[config.mk]
export PLATFORM = sky130hd
export DESIGN_NAME = sram_like_arbiter_flat
export DESIGN_NICKNAME = d
export VERILOG_FILES = /design/src/rtl/sram_like_arbiter_if.sv /design/src/rtl/sram_like_arbiter.sv /design/src/flat_wrapper.sv
export SDC_FILE = /design/constraint.sdc
export NUM_CORES = 1
export LEC_CHECK = 0
export ABC_AREA = 1
export CAP_MARGIN = 10
export CORE_AREA = 2 2 121 123
export DETAILED_ROUTE_END_ITERATION = 7
export DIE_AREA = 0 0 123 125
export PLACE_DENSITY = 0.55
export SLEW_MARGIN = 20
export SYNTH_ARGS = -nofsm -noshare
export SYNTH_HDL_FRONTEND = slang
export SYNTH_SLANG_ARGS = --single-unit
[constraint.sdc]
create_clock -name clk -period 2.33 [get_ports clk]
set_input_delay 0.233 -clock clk [delete_from_list [all_inputs] [get_ports clk]]
set_output_delay 0.233 -clock clk [all_outputs]
set_load 0.005 [all_outputs]
[src/rtl/sram_like_arbiter_if.sv]
// SRAM-like bus bundle: request channel (req/wr/wstrb/addr/wdata), accept
// handshake (addr_ok) and in-order response channel (data_ok/rdata).
interface sram_like_arbiter_if;
  logic        req;
  logic        wr;
  logic [3:0]  wstrb;
  logic [31:0] addr;
  logic [31:0] wdata;
  logic        addr_ok;
  logic        data_ok;
  logic [31:0] rdata;

  modport master (
    output req, wr, wstrb, addr, wdata,
    input  addr_ok, data_ok, rdata
  );

  modport slave (
    input  req, wr, wstrb, addr, wdata,
    output addr_ok, data_ok, rdata
  );
endinterface

[src/rtl/sram_like_arbiter.sv]
// Two-master (instruction fetch, EXE data) to one-slave SRAM-like arbiter.
// Data has fixed priority; a granted request is held until the slave accepts
// it, and an owner-ID FIFO steers in-order responses back to their master.
module sram_like_arbiter #(
  parameter int unsigned OUTSTANDING = 4,
  parameter int unsigned OWIDTH      = 2
) (
  input  logic                        clk,
  input  logic                        reset,
  sram_like_arbiter_if.slave          inst,
  sram_like_arbiter_if.slave          data,
  sram_like_arbiter_if.master         s,
  output logic                        busy
);

  typedef enum logic [1:0] {
    IDLE   = 2'd0,
    HOLD_D = 2'd1,
    HOLD_I = 2'd2
  } state_t;

  localparam logic [OWIDTH:0] FULL_CNT = (OWIDTH+1)'(OUTSTANDING);

  state_t            r_state;
  logic              r_owner [OUTSTANDING];
  logic [OWIDTH-1:0] r_wptr;
  logic [OWIDTH-1:0] r_rptr;
  logic [OWIDTH:0]   r_count;

  logic w_full;
  logic w_nonempty;
  logic w_sel_data;
  logic w_sel_inst;
  logic w_sel_req;
  logic w_accept;
  logic w_push;
  logic w_pop;
  logic w_head;

  assign w_full     = (r_count == FULL_CNT);
  assign w_nonempty = (r_count != '0);

  // Grant selection: HOLD states pin the owner so the slave sees a stable request
  always_comb begin
    w_sel_data = 1'b0;
    w_sel_inst = 1'b0;
    unique case (r_state)
      HOLD_D:  w_sel_data = 1'b1;
      HOLD_I:  w_sel_inst = 1'b1;
      default: begin
        w_sel_data = data.req;
        w_sel_inst = !data.req && inst.req;
      end
    endcase
  end

  // Slave request drive; instruction transactions are always reads
  always_comb begin
    w_sel_req = 1'b0;
    s.wr      = 1'b0;
    s.wstrb   = '0;
    s.wdata   = '0;
    s.addr    = inst.addr;
    if (w_sel_data) begin
      w_sel_req = data.req;
      s.wr      = data.wr;
      s.wstrb   = data.wstrb;
      s.wdata   = data.wdata;
      s.addr    = data.addr;
    end else if (w_sel_inst) begin
      w_sel_req = inst.req;
    end
    s.req = w_sel_req && !w_full && !reset;
  end

  // Acceptance and response routing are zero-cycle combinational paths
  always_comb begin
    w_accept      = s.addr_ok && s.req;
    data.addr_ok  = w_accept && w_sel_data;
    inst.addr_ok  = w_accept && w_sel_inst;
    w_push        = data.addr_ok || inst.addr_ok;
    w_pop         = s.data_ok && w_nonempty && !reset;
    w_head        = r_owner[r_rptr];
    data.data_ok  = w_pop && w_head;
    inst.data_ok  = w_pop && !w_head;
    data.rdata    = s.rdata;
    inst.rdata    = s.rdata;
    busy          = !reset && (w_nonempty || (r_state != IDLE));
  end

  // Hold FSM: enter HOLD when a request is presented but not accepted
  always_ff @(posedge clk) begin
    if (reset) begin
      r_state <= IDLE;
    end else begin
      unique case (r_state)
        IDLE: begin
          if (s.req && !s.addr_ok)
            r_state <= w_sel_data ? HOLD_D : HOLD_I;
        end
        HOLD_D, HOLD_I: begin
          if (s.addr_ok)
            r_state <= IDLE;
        end
        default: r_state <= IDLE;
      endcase
    end
  end

  // Owner FIFO storage (1 = data, 0 = inst); contents need no reset
  always_ff @(posedge clk) begin
    if (w_push)
      r_owner[r_wptr] <= w_sel_data;
  end

  // Owner FIFO pointers and occupancy; pointers wrap naturally at 2**OWIDTH
  always_ff @(posedge clk) begin
    if (reset) begin
      r_wptr  <= '0;
      r_rptr  <= '0;
      r_count <= '0;
    end else begin
      if (w_push)
        r_wptr <= r_wptr + 1'b1;
      if (w_pop)
        r_rptr <= r_rptr + 1'b1;
      unique case ({w_push, w_pop})
        2'b10:   r_count <= r_count + 1'b1;
        2'b01:   r_count <= r_count - 1'b1;
        default: r_count <= r_count;
      endcase
    end
  end

endmodule

[src/flat_wrapper.sv]
// flat-port wrapper written by rule: the top's interface ports become plain ports
module sram_like_arbiter_flat 
#(
  parameter int unsigned OUTSTANDING = 4,
  parameter int unsigned OWIDTH      = 2
)
  (clk, reset, busy, inst_req, inst_wr, inst_wstrb, inst_addr, inst_wdata, inst_addr_ok, inst_data_ok, inst_rdata, data_req, data_wr, data_wstrb, data_addr, data_wdata, data_addr_ok, data_data_ok, data_rdata, s_req, s_wr, s_wstrb, s_addr, s_wdata, s_addr_ok, s_data_ok, s_rdata);
  sram_like_arbiter_if inst_i ();
  sram_like_arbiter_if data_i ();
  sram_like_arbiter_if s_i ();
  input  logic clk;
  input  logic reset;
  output logic busy;
  input wire logic [$bits(inst_i.req)-1:0] inst_req;
  input wire logic [$bits(inst_i.wr)-1:0] inst_wr;
  input wire logic [$bits(inst_i.wstrb)-1:0] inst_wstrb;
  input wire logic [$bits(inst_i.addr)-1:0] inst_addr;
  input wire logic [$bits(inst_i.wdata)-1:0] inst_wdata;
  output wire logic [$bits(inst_i.addr_ok)-1:0] inst_addr_ok;
  output wire logic [$bits(inst_i.data_ok)-1:0] inst_data_ok;
  output wire logic [$bits(inst_i.rdata)-1:0] inst_rdata;
  input wire logic [$bits(data_i.req)-1:0] data_req;
  input wire logic [$bits(data_i.wr)-1:0] data_wr;
  input wire logic [$bits(data_i.wstrb)-1:0] data_wstrb;
  input wire logic [$bits(data_i.addr)-1:0] data_addr;
  input wire logic [$bits(data_i.wdata)-1:0] data_wdata;
  output wire logic [$bits(data_i.addr_ok)-1:0] data_addr_ok;
  output wire logic [$bits(data_i.data_ok)-1:0] data_data_ok;
  output wire logic [$bits(data_i.rdata)-1:0] data_rdata;
  output wire logic [$bits(s_i.req)-1:0] s_req;
  output wire logic [$bits(s_i.wr)-1:0] s_wr;
  output wire logic [$bits(s_i.wstrb)-1:0] s_wstrb;
  output wire logic [$bits(s_i.addr)-1:0] s_addr;
  output wire logic [$bits(s_i.wdata)-1:0] s_wdata;
  input wire logic [$bits(s_i.addr_ok)-1:0] s_addr_ok;
  input wire logic [$bits(s_i.data_ok)-1:0] s_data_ok;
  input wire logic [$bits(s_i.rdata)-1:0] s_rdata;
  assign inst_i.req = inst_req;
  assign inst_i.wr = inst_wr;
  assign inst_i.wstrb = inst_wstrb;
  assign inst_i.addr = inst_addr;
  assign inst_i.wdata = inst_wdata;
  assign inst_addr_ok = inst_i.addr_ok;
  assign inst_data_ok = inst_i.data_ok;
  assign inst_rdata = inst_i.rdata;
  assign data_i.req = data_req;
  assign data_i.wr = data_wr;
  assign data_i.wstrb = data_wstrb;
  assign data_i.addr = data_addr;
  assign data_i.wdata = data_wdata;
  assign data_addr_ok = data_i.addr_ok;
  assign data_data_ok = data_i.data_ok;
  assign data_rdata = data_i.rdata;
  assign s_req = s_i.req;
  assign s_wr = s_i.wr;
  assign s_wstrb = s_i.wstrb;
  assign s_addr = s_i.addr;
  assign s_wdata = s_i.wdata;
  assign s_i.addr_ok = s_addr_ok;
  assign s_i.data_ok = s_data_ok;
  assign s_i.rdata = s_rdata;
  sram_like_arbiter #(.OUTSTANDING(OUTSTANDING), .OWIDTH(OWIDTH)) u_core (.clk(clk), .reset(reset), .inst(inst_i), .data(data_i), .s(s_i), .busy(busy));
endmodule
# Yosys cells after proc, flatten, opt, wreduce, memory -nomap -nowiden
# Memory sizes are Yosys's and may differ from the RTL's. A register that Yosys moved wholly into a read port is not among the register bits.
# Cells that the tools add are included.
[op_classes]
n_addsub = 4
n_eq_ne = 7
mux = 17
n_reduce_logical = 25
[ops]
columns = ["cell", "n"]
rows = [
  ["2-to-1 mux 32 bit", 2],
  ["logical AND 1 bit", 12],
  ["2-to-1 mux 2 bit", 5],
  ["case mux 3 bit (2 select lines)", 1],
  ["logical NOT 1 bit", 5],
  ["2-to-1 mux 1 bit", 5],
  ["adder 2 x 1 -> 2 bit (second input constant)", 2],
  ["== test 2 x 1 -> 1 bit (second input constant)", 2],
  ["== test 2 bit (second input constant)", 2],
  ["2-to-1 mux 4 bit", 1],
  ["case mux 1 bit (2 select lines)", 2],
  ["case mux 2 bit (2 select lines)", 1],
  ["nonzero test 2 bit", 2],
  ["adder 3 x 1 -> 3 bit (second input constant)", 1],
  ["== test 3 bit (second input constant)", 1],
  ["nonzero test 3 bit", 1],
  ["subtractor 3 x 1 -> 3 bit (second input constant)", 1],
  ["logical NOT 2 bit", 1],
  ["logical OR 1 bit", 2],
  ["inequality test 2 x 1 -> 1 bit (second input constant)", 1],
  ["inequality test 2 bit (second input constant)", 1],
  ["AND reduction 2 bit", 1],
  ["OR reduction 2 bit", 1],
]
[totals]
register_bits = 9
mem_bits_rw = 4
input_bits = 176
output_inout_bits = 139
word_cells = 58
mem_count = 1
[mem_list]
columns = ["name", "depth", "word_bits", "rd", "rd_clocked_by_memory_dff", "wr", "line_no", "text"]
rows = [
  ["u_core.r_owner", 4, 1, 1, 1, 1, "sram_like_arbiter.sv:25", "logic r_owner [OUTSTANDING];"],
]

# Depth between registers and ports, before layout
# Gate-level depths: netlist of run 1.
[logic_depth]
word_depth = 12
depth_mapped = 17
depth_no_buf = 16

# Worst setup path before layout of run 1
# Ideal clock, no wire load.
[synth_timing]
kind = "flip-flop to flip-flop"
start = "register u_core.r_state[0]"
end = "register u_core.r_count[2]"
setup_time_ps = 122
arrival_time_ps = 2247
path_slack_ps = -39
stages_incl_launch_ff = 17
path_buffers = 1
path_cell_list = "dfxtp_1 inv_1 ha_1 nand2_1 nand2_4 nor2_2 nand2_1 nand2_2 nand3_2 buf_6 ha_1 inv_1 fa_1 a21oi_1 o21ai_0 o21ai_0 a21oi_1"
[synth_between]
elab_chain_len = 11
[synth_lines]
columns = ["item", "line_no", "text"]
rows = [
  ["from (decl)", "sram_like_arbiter.sv:24", "state_t r_state;"],
  ["from (signal assigned)", "sram_like_arbiter.sv:99", "r_state <= w_sel_data ? HOLD_D : HOLD_I;"],
  ["== test 2 bit / == test 2 x 1 -> 1 bit (equally long branches)", "sram_like_arbiter.sv:47", "unique case (r_state)"],
  ["case mux 1 bit (2 select lines)", "sram_like_arbiter.sv:47", ""],
  ["2-to-1 mux 1 bit", "sram_like_arbiter.sv:70", "end else if (w_sel_inst) begin"],
  ["2-to-1 mux 1 bit", "sram_like_arbiter.sv:64", "if (w_sel_data) begin"],
  ["logical AND 1 bit (2 in series)", "sram_like_arbiter.sv:73", "s.req = w_sel_req && !w_full && !reset;"],
  ["logical AND 1 bit", "sram_like_arbiter.sv:78", "w_accept = s.addr_ok && s.req;"],
  ["logical AND 1 bit (on tied branches)", "sram_like_arbiter.sv:79, sram_like_arbiter.sv:80", ""],
  ["logical OR 1 bit *", "sram_like_arbiter.sv:81", "w_push = data.addr_ok || inst.addr_ok;"],
  ["== test 2 x 1 -> 1 bit / == test 2 bit (equally long branches)", "sram_like_arbiter.sv:127", "unique case ({w_push, w_pop})"],
  ["case mux 3 bit (2 select lines) / nonzero test 2 bit (equally long branches)", "-", ""],
  ["to (signal assigned)", "sram_like_arbiter.sv:128", "2'b10: r_count <= r_count + 1'b1;"],
  ["to (signal assigned)", "sram_like_arbiter.sv:129", "2'b01: r_count <= r_count - 1'b1;"],
  ["to (signal assigned)", "sram_like_arbiter.sv:130", "default: r_count <= r_count;"],
  ["to (decl)", "sram_like_arbiter.sv:28", "logic [OWIDTH:0] r_count;"],
]
# Mark *: on every way between the ends. The rest lies on a longest branch, timed or not.
# A chain may end at the register's enable or synchronous reset.

# Worst setup path in the final report of run 1
[layout_timing]
start = "register u_core.r_state[1]"
end = "output s_addr[9]"
[layout_between]
elab_chain_len = 3
[layout_lines]
columns = ["item", "line_no", "text"]
rows = [
  ["== test 2 bit / == test 2 x 1 -> 1 bit (equally long branches)", "sram_like_arbiter.sv:47", ""],
  ["case mux 1 bit (2 select lines) *", "sram_like_arbiter.sv:47", ""],
  ["2-to-1 mux 32 bit *", "sram_like_arbiter.sv:64", ""],
  ["to (decl)", "flat_wrapper.sv:33", "output wire logic [$bits(s_i.addr)-1:0] s_addr;"],
]
# Marks and branches as above.

==> impl_metrics.csv, run 1 <==
group,metric,value,unit
worst_hold_path,hold_depth,0,
finish,nFillCells,1590,
placement,placedCellCount,657,
clocking,clkTransAtPathRegs,0.05,ns
setup_path,crit_type,"reg2out",
floorplan,rows,44,
power,ir_drop,0.000326,V
sta,fin_crit,2.28,ns
sta,grt_setup_unrepaired,"yes",
sta,hold_viol,0,
floorplan,core,14200,um^2
finish,regArea,343,um^2
route,drc,0,
clocking,cts_max_level,1,
finish,nets,676,
floorplan,dieHeight,125,um
logic_synthesis,synth_area,2030,um^2
logic_synthesis,async_flop_share,0,%
route,wl_per_cell,11.7,um
floorplan,ios,315,
logic_synthesis,synth_nets,541,
logic_synthesis,ys_warn_count,0,
route,via_per_inst,3.65,
clocking,clk_latency,0.24,ns
global_routing,grt.total_usage,9.33,%
logic_synthesis,synth-seq-cells,15,
finish,stdcell_count,674,
worst_hold_path,min_path_type,"in2out",
floorplan,die_w,123,um
finish,multi_input_area,965,um^2
flow_run,max_cap_viol_count,0,
clocking,ctsRootBufferMaster,"clkbuf_16",
sta,maxSlewViolCount,0,
status,status,"finished, final reports clean",
clocking,cts_sinks,15,
clocking,cts_hold_buf,0,
global_routing,grt_pass1_vias,2458,
clocking,cts_inserted_buffers,3,
placement,portBuffers,181,
setup_path,critPathArrivalTime,2.05,ns
global_routing,grt_first_pass_wirelength,11.5,mm
sta,finalCritPeriodShare,98.0,%
finish,antenna_cells,0,
logic_synthesis,yosys.area.top_type_share,23.6,%
logic_synthesis,synth-seq-area-share,16.7,%
clocking,clock_path_buffers,2,
finish,drive_above_1_share,9.80,%
global_routing,overflow,0,
global_routing,antenna_found_initial,0,
setup_path,cp-start-kind,"register",
floorplan,floorplan.initialDensity,14.3,%
route,vias,2461,
logic_synthesis,synthTopCellsByArea,"buf_4 24%, nand2_1 21%, inv_1 11%, dfxtp_1 11%, nor2_1 9.4%",
setup_path,cp.required,2.10,ns
route,wl,7.92,mm
route,firstDrtPassIters,4,
setup_path,cp_max_fo,7,
placement,place.gp.congestion,0.725,
setup_path,ff2ff_path_depth,15,
floorplan,die_area,15400,um^2
route,drt_iter0_drc,107,
sta,max_freq,438,MHz
sta,setup_viol,0,
route,ant_nets,0,
logic_synthesis,synthFlopType,"dfxtp_1",
setup_path,end_kind,"output port",
placement,dp_hpwl,6.12,mm
logic_synthesis,synth_common_cells,"113 x nand2_1, 64 x buf_4, 59 x inv_1, 51 x nor2_1",
power,p_leak,2.26,nW
sta,setup_tns,0,ns
logic_synthesis,synth.distinct_cells,25,
logic_synthesis,synth_largest_area_cell,"buf_4",
global_routing,grt_start_max_net_pins,33,
sta,relSlewSlack,84.7,%
placement,pre_cts_ws,-0.0467,ns
sta,worst_slew_pin_slew,0.229,ns
clocking,cts_tree,"built",
logic_synthesis,synth_area_per_cell,5.71,um^2
logic_synthesis,yosysMostFrequentCell,"nand2_1",
power,power_density,802,nW/um^2
finish,syn2layout_area_growth,96.4,%
power,p_total,3.20,mW
sta,layout_setup_ws,0.0460,ns
logic_synthesis,synth_edf_count,4,
sta,skew,0.00273,ns
logic_synthesis,syn_inst,356,
-- final cells by class --
class | instances | share of cell area, %
Timing Repair Buffer | 205 | 53.4
Multi-Input combinational cell | 205 | 24.2
Sequential cell | 15 | 8.59
Inverter | 61 | 6.05
Tap cell | 184 | 5.77
Clock buffer | 3 | 1.88
Clock inverter | 1 | 0.125
-- timing repair --
action                     in CTS  in global routing
pin swaps                       1                  2
setup endpoints to repair      72                 27
gates resized for setup        64                 29
buffers inserted                2                  6
gates cloned                    3                  2
-- cells in the final DEF (no fill, tap or decap), drive strengths merged --
| cell type | synthesis | layout |
|---|---|---|
| a32oi | 1 | 1 |
| dfxtp | 11 | 11 |
| o21ai | 7 | 7 |
| inv | 61 | 60 |
| dlygate4sd2 | 0 | 47 |
| xor2 | 1 | 1 |
| bufbuf | 0 | 2 |
| edfxtp | 4 | 4 |
| a31oi | 1 | 1 |
| clkdlybuf4s50 | 0 | 113 |
| fa | 1 | 1 |
| clkinv | 0 | 2 |
| dlymetal6s2s | 0 | 21 |
| buf | 69 | 20 |
| a21oi | 12 | 12 |
| nand3 | 5 | 5 |
| ha | 8 | 8 |
| nor2 | 52 | 52 |
| and2 | 1 | 1 |
| nand2 | 116 | 116 |
| clkbuf | 6 | 5 |
-- per-stage QoR --
step | area, um^2 | utilization, % | hold WS (ns)
final | 3990 | 28.1 | 0.466
after global routing | 3990 | 28.1 | 0.466
after CTS | 3820 | 26.9 | 0.466
after detailed placement | 3650 | 25.7 | 0.466
after global placement | 3650 | 25.7 | 0.452
after floorplan | 2040 | - | 0.305
-- worst max-delay path: stages, from the launching register on --
cell and delay [ns]:
dfxtp_2 0.35, inv_2 0.06, ha_4 0.28, inv_2 0.03
nand2_2 0.06, nand2_4 0.08, buf_6 0.14, clkinv_8 0.07
buf_16 0.13, nand2_1 0.05, nand2_1 0.05, clkdlybuf4s50_1 0.50
-- power breakdown --
group          internal, mW  switching (mW)
Clock                 0.229           0.104
Combinational          1.41            1.12
Sequential            0.312          0.0226
-- per-layer routing --
metal	GRT usage (%)	vias up	part of all wire, %
met5	0	-	0
li1	-	1240	-
met1	9.26	1086	35
met4	0.468	0	0.18
met2	17.7	132	53
met3	4.97	3	12
-- cells by family (layout without fill, tap and decap cells) --
family	count (synthesis)	in the layout	synth area share, %
adder cells (fa/ha/maj)	9	9	5.91
AND/OR/NAND/NOR	174	174	33.6
XOR/XNOR	1	1	0.431
flip-flops	15	15	16.7
AO/OA/AOI/OAI	21	21	5.79
buffers and inverters	136	270	37.6
-- final timing paths --
check	startpoint	endpoint	slack (ns)
hold reg to reg	u_core.r_count[2]$_SDFFE_PP0P_	u_core.r_count[2]$_SDFFE_PP0P_	0.50
setup / recovery	u_core.r_state[1]$_SDFFE_PP0P_	s_addr[9]	0.05
setup reg to reg	u_core.r_state[0]$_SDFFE_PP0P_	u_core.r_count[2]$_SDFFE_PP0P_	0.11
hold / removal	s_rdata[11]	data_rdata[11]	0.47
No activity file was read; power rests on OpenSTA's default activity.
==> run 2, diff against run 1 <==
- TNS_END_PERCENT: not set -> 5
==> run 2 against run 1 <==
  * The run now ends with setup timing left
  * Non-clock buffer count is 10 lower
  * Final cell count is 1.5% lower
  * Global-route usage hardly changed
  * Largest power group unchanged
==> impl_metrics.csv, run 2 (synthesized netlist as in run 1, its figures left out) <==
group,metric,value,unit
clocking,clock_path_buffers,2,
global_routing,grt_first_pass_wirelength,11.5,mm
global_routing,overflow,0,
global_routing,antenna_found_initial,0,
sta,grt_setup_unrepaired,"yes",
setup_path,ff2ff_path_depth,15,
floorplan,die_area,15400,um^2
floorplan,floorplan.initialDensity,14.3,%
clocking,clkTransAtPathRegs,0.05,ns
clocking,cts_sinks,15,
route,wl_per_cell,11.3,um
setup_path,worstPathCellList,"inv_2 -> ha_4 -> inv_2 -> nand2_2 -> nand2_4 -> buf_6 -> inv_8 -> bufbuf_16 -> nand2_1 -> nand2_1 -> clkdlybuf4s50_1",
sta,setup_tns,-0.147,ns
finish,antenna_cells,0,
finish,final_cell_mix,"126 x clkdlybuf4s50_1, 113 x nand2_1, 57 x inv_1",
clocking,post_cts_buffers,0,
floorplan,ios,315,
power,sequentialPowerShare,11.2,%
finish,nFillCells,1597,
worst_hold_path,min_path_type,"in2out",
finish,final_common_cell,"clkdlybuf4s50_1",
clocking,ctsRootBufferMaster,"clkbuf_16",
floorplan,dieHeight,125,um
setup_path,critPathArrivalTime,2.18,ns
worst_hold_path,hold_depth,0,
finish,finish.utilization,27.0,%
power,p_clk_share,11.1,%
setup_path,cp-start-kind,"register",
clocking,cts_tree,"built",
route,ant_nets,0,
power,p_leak,2.09,nW
sta,layout_setup_ws,-0.0876,ns
route,vias,2399,
finish,syn2layout_area_growth,89.0,%
floorplan,die_w,123,um
placement,dp_hpwl,6.12,mm
power,p_sw_share,39.6,%
setup_path,slowest_stage,"clkdlybuf4s50_1",
route,firstDrtPassIters,4,
setup_path,crit_family,"buffers and inverters",
finish,fin_area,3840,um^2
floorplan,rows,44,
setup_path,cp_num_buf_inv,6,
clocking,cts_inserted_buffers,3,
setup_path,crit_type,"reg2out",
finish,drive_above_1_share,7.29,%
finish,nets,666,
setup_path,end_kind,"output port",
sta,fin_crit,2.42,ns
setup_path,cp_max_fo,7,
route,drc,0,
status,status,"finished with violations",
finish,regArea,343,um^2
flow_run,max_cap_viol_count,0,
power,p_total,2.98,mW
power,power_density,776,nW/um^2
power,combPwrFrac,77.6,%
route,drt_iter0_drc,102,
global_routing,grt_pass1_vias,2440,
clocking,cts_hold_buf,0,
route,via_per_inst,3.61,
clocking,clk_latency,0.24,ns
sta,skew,0.00256,ns
setup_path,cp.depth,11,
finish,multi_input_area,957,um^2
power,intPower,1.80,mW
power,ir_drop,0.000307,V
floorplan,core,14200,um^2
placement,portBuffers,181,
clocking,cts_max_level,1,
placement,place_area,3650,um^2
sta,setup_viol,4,
sta,worst_slew_pin_slew,0.276,ns
sta,max_freq,414,MHz
sta,finalCritPeriodShare,104,%
global_routing,grt.total_usage,9.34,%
power,switchingPower,1.18,mW
setup_path,cp.required,2.10,ns
route,wl,7.53,mm
sta,maxSlewViolCount,0,
placement,pre_cts_ws,-0.0467,ns
setup_path,critical_path.max_stage_delay,0.49,ns
sta,hold_viol,0,
global_routing,grt_start_max_net_pins,33,
sta,relSlewSlack,81.6,%
status,violations,"setup timing",
placement,place.gp.congestion,0.725,
-- run 2: changes by cell type in the layout (fill, tap and decap cells not counted), sizes merged --
cell | previous run | this run
inv | 60 | 61
clkdlybuf4s50 | 113 | 126
clkinv | 2 | 1
dlygate4sd2 | 47 | 42
buf | 20 | 12
clkbuf | 5 | 3
dlymetal6s2s | 21 | 13
-- run 2: worst paths after layout --
kind / slack [ns] / start / end
worst max-delay path: -0.09 / u_core.r_state[1]$_SDFFE_PP0P_ / s_addr[15]
worst min-delay path: 0.47 / s_rdata[11] / data_rdata[11]
worst max register to register: 0.08 / u_core.r_state[1]$_SDFFE_PP0P_ / u_core.r_count[2]$_SDFFE_PP0P_
worst min register to register: 0.50 / u_core.r_count[2]$_SDFFE_PP0P_ / u_core.r_count[2]$_SDFFE_PP0P_
-- run 2: worst register-to-register path, stage by stage, from the launching register on --
cell and delay, ns:
dfxtp_2 0.35, inv_2 0.06, ha_4 0.28, nand2_1 0.09, nand2_4 0.10, nor2_2 0.04
nand2_1 0.06, nand2_2 0.07, nand3_4 0.09, ha_1 0.15, inv_1 0.06, fa_1 0.38
a21oi_1 0.14, o21ai_1 0.09, o21ai_1 0.13, a21oi_1 0.05
-- run 2: per-stage QoR --
| step | std cells | hold slack (ns) |
|---|---|---|
| after detailed placement | 657 | 0.466 |
| after global placement | 657 | 0.452 |
| after CTS | 664 | 0.466 |
| final | 664 | 0.466 |
| after global routing | 664 | 0.466 |
| after floorplan | 356 | 0.305 |
-- run 2: per-layer routing --
metal  up-vias  share of wire (%)  global-route usage [%]
met1      1044                 36                    9.32
met2       130                 52                    17.7
li1       1222                  -                       -
met4         0               0.19                   0.468
met3         3                 12                    4.97
met5         -                  0                       0
-- run 2: what timing repair did --
item,in CTS,in global routing
gates cloned,3,0
endpoints found under the setup margin,72,33
resized for setup,52,21
-- run 2: power by group through the flow --
stage | clock network (mW) | logic (mW) | registers [mW]
floorplan | 0 | 0.989 | 0.328
global route | 0.353 | 2.54 | 0.338
finish | 0.332 | 2.32 | 0.335
CTS | 0.339 | 2.38 | 0.331
global placement | 0 | 2.22 | 0.331
detailed placement | 0 | 2.24 | 0.333
-- run 2: final cells by class --
type	count	share of cell area (%)
repair buffers	195	51.9
multi-input cells	205	24.9
flip-flops and latches	15	8.93
inverters	61	6.16
well taps	184	5.99
clock buffers	3	1.95
clock inverters	1	0.130
==> run 3, diff against run 2 <==
- CTS_BUF_LIST: not set -> sky130_fd_sc_hd__clkbuf_4
- SLEW_MARGIN: 20 -> not set
==> run 3 against run 2 <==
  * The run still ends with setup timing left
  * Flip-flop and latch count is the same
  * Maximum frequency grew 2.0%
  * Via count grew 1.9%
  * Die area is the same
  * Critical path depth is the same
  * Combinational power shrank 4%
  * Non-clock buffer count grew 7
  * Global-route usage shrank 0.11 points
  * Critical endpoint is now s_addr[30]
==> impl_metrics.csv, run 3 (synthesized netlist as in run 1, its figures left out) <==
group,metric,value,unit
status,status,"finished with violations",
status,violations,"setup timing",
global_routing,grt.total_usage,9.23,%
finish,final_cell_mix,"112 x nand2_1, 110 x clkdlybuf4s50_1, 66 x dlygate4sd2_1",
setup_path,worstPathCellList,"inv_1 -> ha_4 -> inv_2 -> nand2_2 -> nand2_4 -> buf_6 -> inv_8 -> buf_12 -> nand2_1 -> nand2_1 -> clkdlybuf4s50_1",
route,via_per_inst,3.64,
setup_path,ff2ff_path_depth,15,
setup_path,end_kind,"output port",
power,p_clk_share,5.6,%
setup_path,critPathArrivalTime,2.14,ns
floorplan,rows,44,
power,p_sw_share,43.4,%
floorplan,ios,315,
setup_path,cp_max_fo,8,
placement,pre_cts_ws,-0.0467,ns
sta,worst_slew_pin_slew,0.229,ns
floorplan,floorplan.initialDensity,14.3,%
clocking,clk_latency,0.29,ns
worst_hold_path,hold_depth,0,
power,p_leak,1.98,nW
finish,nets,673,
setup_path,cp-start-kind,"register",
sta,grt_setup_unrepaired,"yes",
setup_path,crit_top_cell,"nand2_1",
finish,antenna_cells,0,
clocking,clock_path_buffers,2,
setup_path,slowest_stage,"clkdlybuf4s50_1",
route,vias,2445,
power,ir_drop,0.000249,V
floorplan,dieHeight,125,um
sta,setup_viol,1,
global_routing,grt_first_pass_wirelength,11.4,mm
clocking,cts_inserted_buffers,3,
route,firstDrtPassIters,4,
sta,skew,0.00759,ns
flow_run,max_cap_viol_count,0,
finish,syn2layout_area_growth,84.7,%
finish,stdcell_count,671,
setup_path,critical_path.max_stage_delay,0.49,ns
power,combPwrFrac,82.3,%
setup_path,crit_type,"reg2out",
sta,hold_viol,0,
clocking,cts_sinks,15,
clocking,cts_tree,"built",
setup_path,crit_family,"buffers and inverters",
sta,maxSlewViolCount,0,
route,drt_iter0_drc,118,
placement,dp_hpwl,6.12,mm
placement,portBuffers,181,
clocking,ctsRootBufferMaster,"clkbuf_4",
global_routing,antenna_found_initial,0,
global_routing,grt_start_max_net_pins,33,
route,drc,0,
power,intPower,1.53,mW
placement,placedCellCount,657,
finish,nFillCells,1616,
placement,place.gp.congestion,0.725,
clocking,cts_max_level,1,
sta,layout_setup_ws,-0.0409,ns
route,wl,7.52,mm
power,power_density,722,nW/um^2
floorplan,die_w,123,um
route,ant_nets,0,
sta,relSlewSlack,84.7,%
global_routing,grt_pass1_vias,2465,
sta,fin_crit,2.37,ns
sta,setup_tns,-0.0409,ns
power,sequentialPowerShare,12.1,%
worst_hold_path,min_path_type,"in2out",
setup_path,cp_num_buf_inv,6,
setup_path,cp.required,2.10,ns
finish,drive_above_1_share,9.65,%
power,switchingPower,1.18,mW
sta,max_freq,422,MHz
global_routing,overflow,0,
route,wl_per_cell,11.2,um
clocking,clkTransAtPathRegs,0.10,ns
sta,finalCritPeriodShare,102,%
finish,final_common_cell,"nand2_1",
setup_path,cp.depth,11,
floorplan,core,14200,um^2
floorplan,die_area,15400,um^2
clocking,cts_hold_buf,0,
-- run 3: worst reg2reg max path, cell delays in order, from the launching register on --
cell and delay (ns):
dfxtp_2 0.35, inv_1 0.08, ha_4 0.29, nand2_1 0.08, nand2_4 0.10, nor2_2 0.04
nand2_1 0.06, nand2_2 0.07, nand3_4 0.09, ha_2 0.18, inv_2 0.04, fa_2 0.33
a21oi_1 0.14, o21ai_1 0.09, o21ai_1 0.13, a21oi_1 0.05
-- run 3: cell type report --
type                       instances  area [um^2]  share of cell area, %
sequential                        15          343                   9.14
multi-input combinational        205          965                   25.7
clock buffer                       3         22.5                  0.600
inverter                          61          236                   6.30
timing repair buffer             202         1950                   52.0
tap                              184          230                   6.14
clock inverter                     1         5.00                  0.133
-- run 3: layer usage --
metal	track usage, %	share of wire [%]	up-vias
li1	-	-	1236
met1	9.26	36	1076
met2	17.4	52	130
met3	4.74	12	3
met4	0.869	0.19	0
met5	0	0	-
-- run 3: power by group through the flow --
stage | Clock (mW) | Sequential [mW] | Combinational (mW)
floorplan | 0 | 0.328 | 0.989
global placement | 0 | 0.331 | 2.22
detailed placement | 0 | 0.333 | 2.24
CTS | 0.159 | 0.327 | 2.19
global route | 0.171 | 0.331 | 2.47
finish | 0.151 | 0.329 | 2.23
-- run 3: repair_timing --
action / in CTS / in global routing
cloned: 2 / 0
gates resized for setup: 87 / 14
pin swaps: 1 / 1
endpoints found under the hold margin: 0 / 0
buffers inserted: 1 / 7
setup endpoints to repair: 73 / 5
-- run 3: final timing paths --
check                                                    start                             end  slack (ns)
worst max-delay path            u_core.r_state[1]$_SDFFE_PP0P_                      s_addr[30]       -0.04
worst min-delay path                               s_rdata[11]                  data_rdata[11]        0.47
worst max register to register  u_core.r_state[1]$_SDFFE_PP0P_  u_core.r_count[2]$_SDFFE_PP0P_        0.10
worst min register to register  u_core.r_count[2]$_SDFFE_PP0P_  u_core.r_count[2]$_SDFFE_PP0P_        0.51
-- run 3: metrics by stage --
stage / utilization (%) / total power [mW] / cell area, um^2 / hold WS [ns]
4_1_cts: 26.0 / 2.68 / 3700 / 0.466
6_report: 26.4 / 2.71 / 3750 / 0.466
3_3_place_gp: 25.7 / 2.55 / 3650 / 0.452
2_1_floorplan: - / 1.32 / 2040 / 0.305
3_5_place_dp: 25.7 / 2.57 / 3650 / 0.466
5_1_grt: 26.4 / 2.97 / 3750 / 0.466
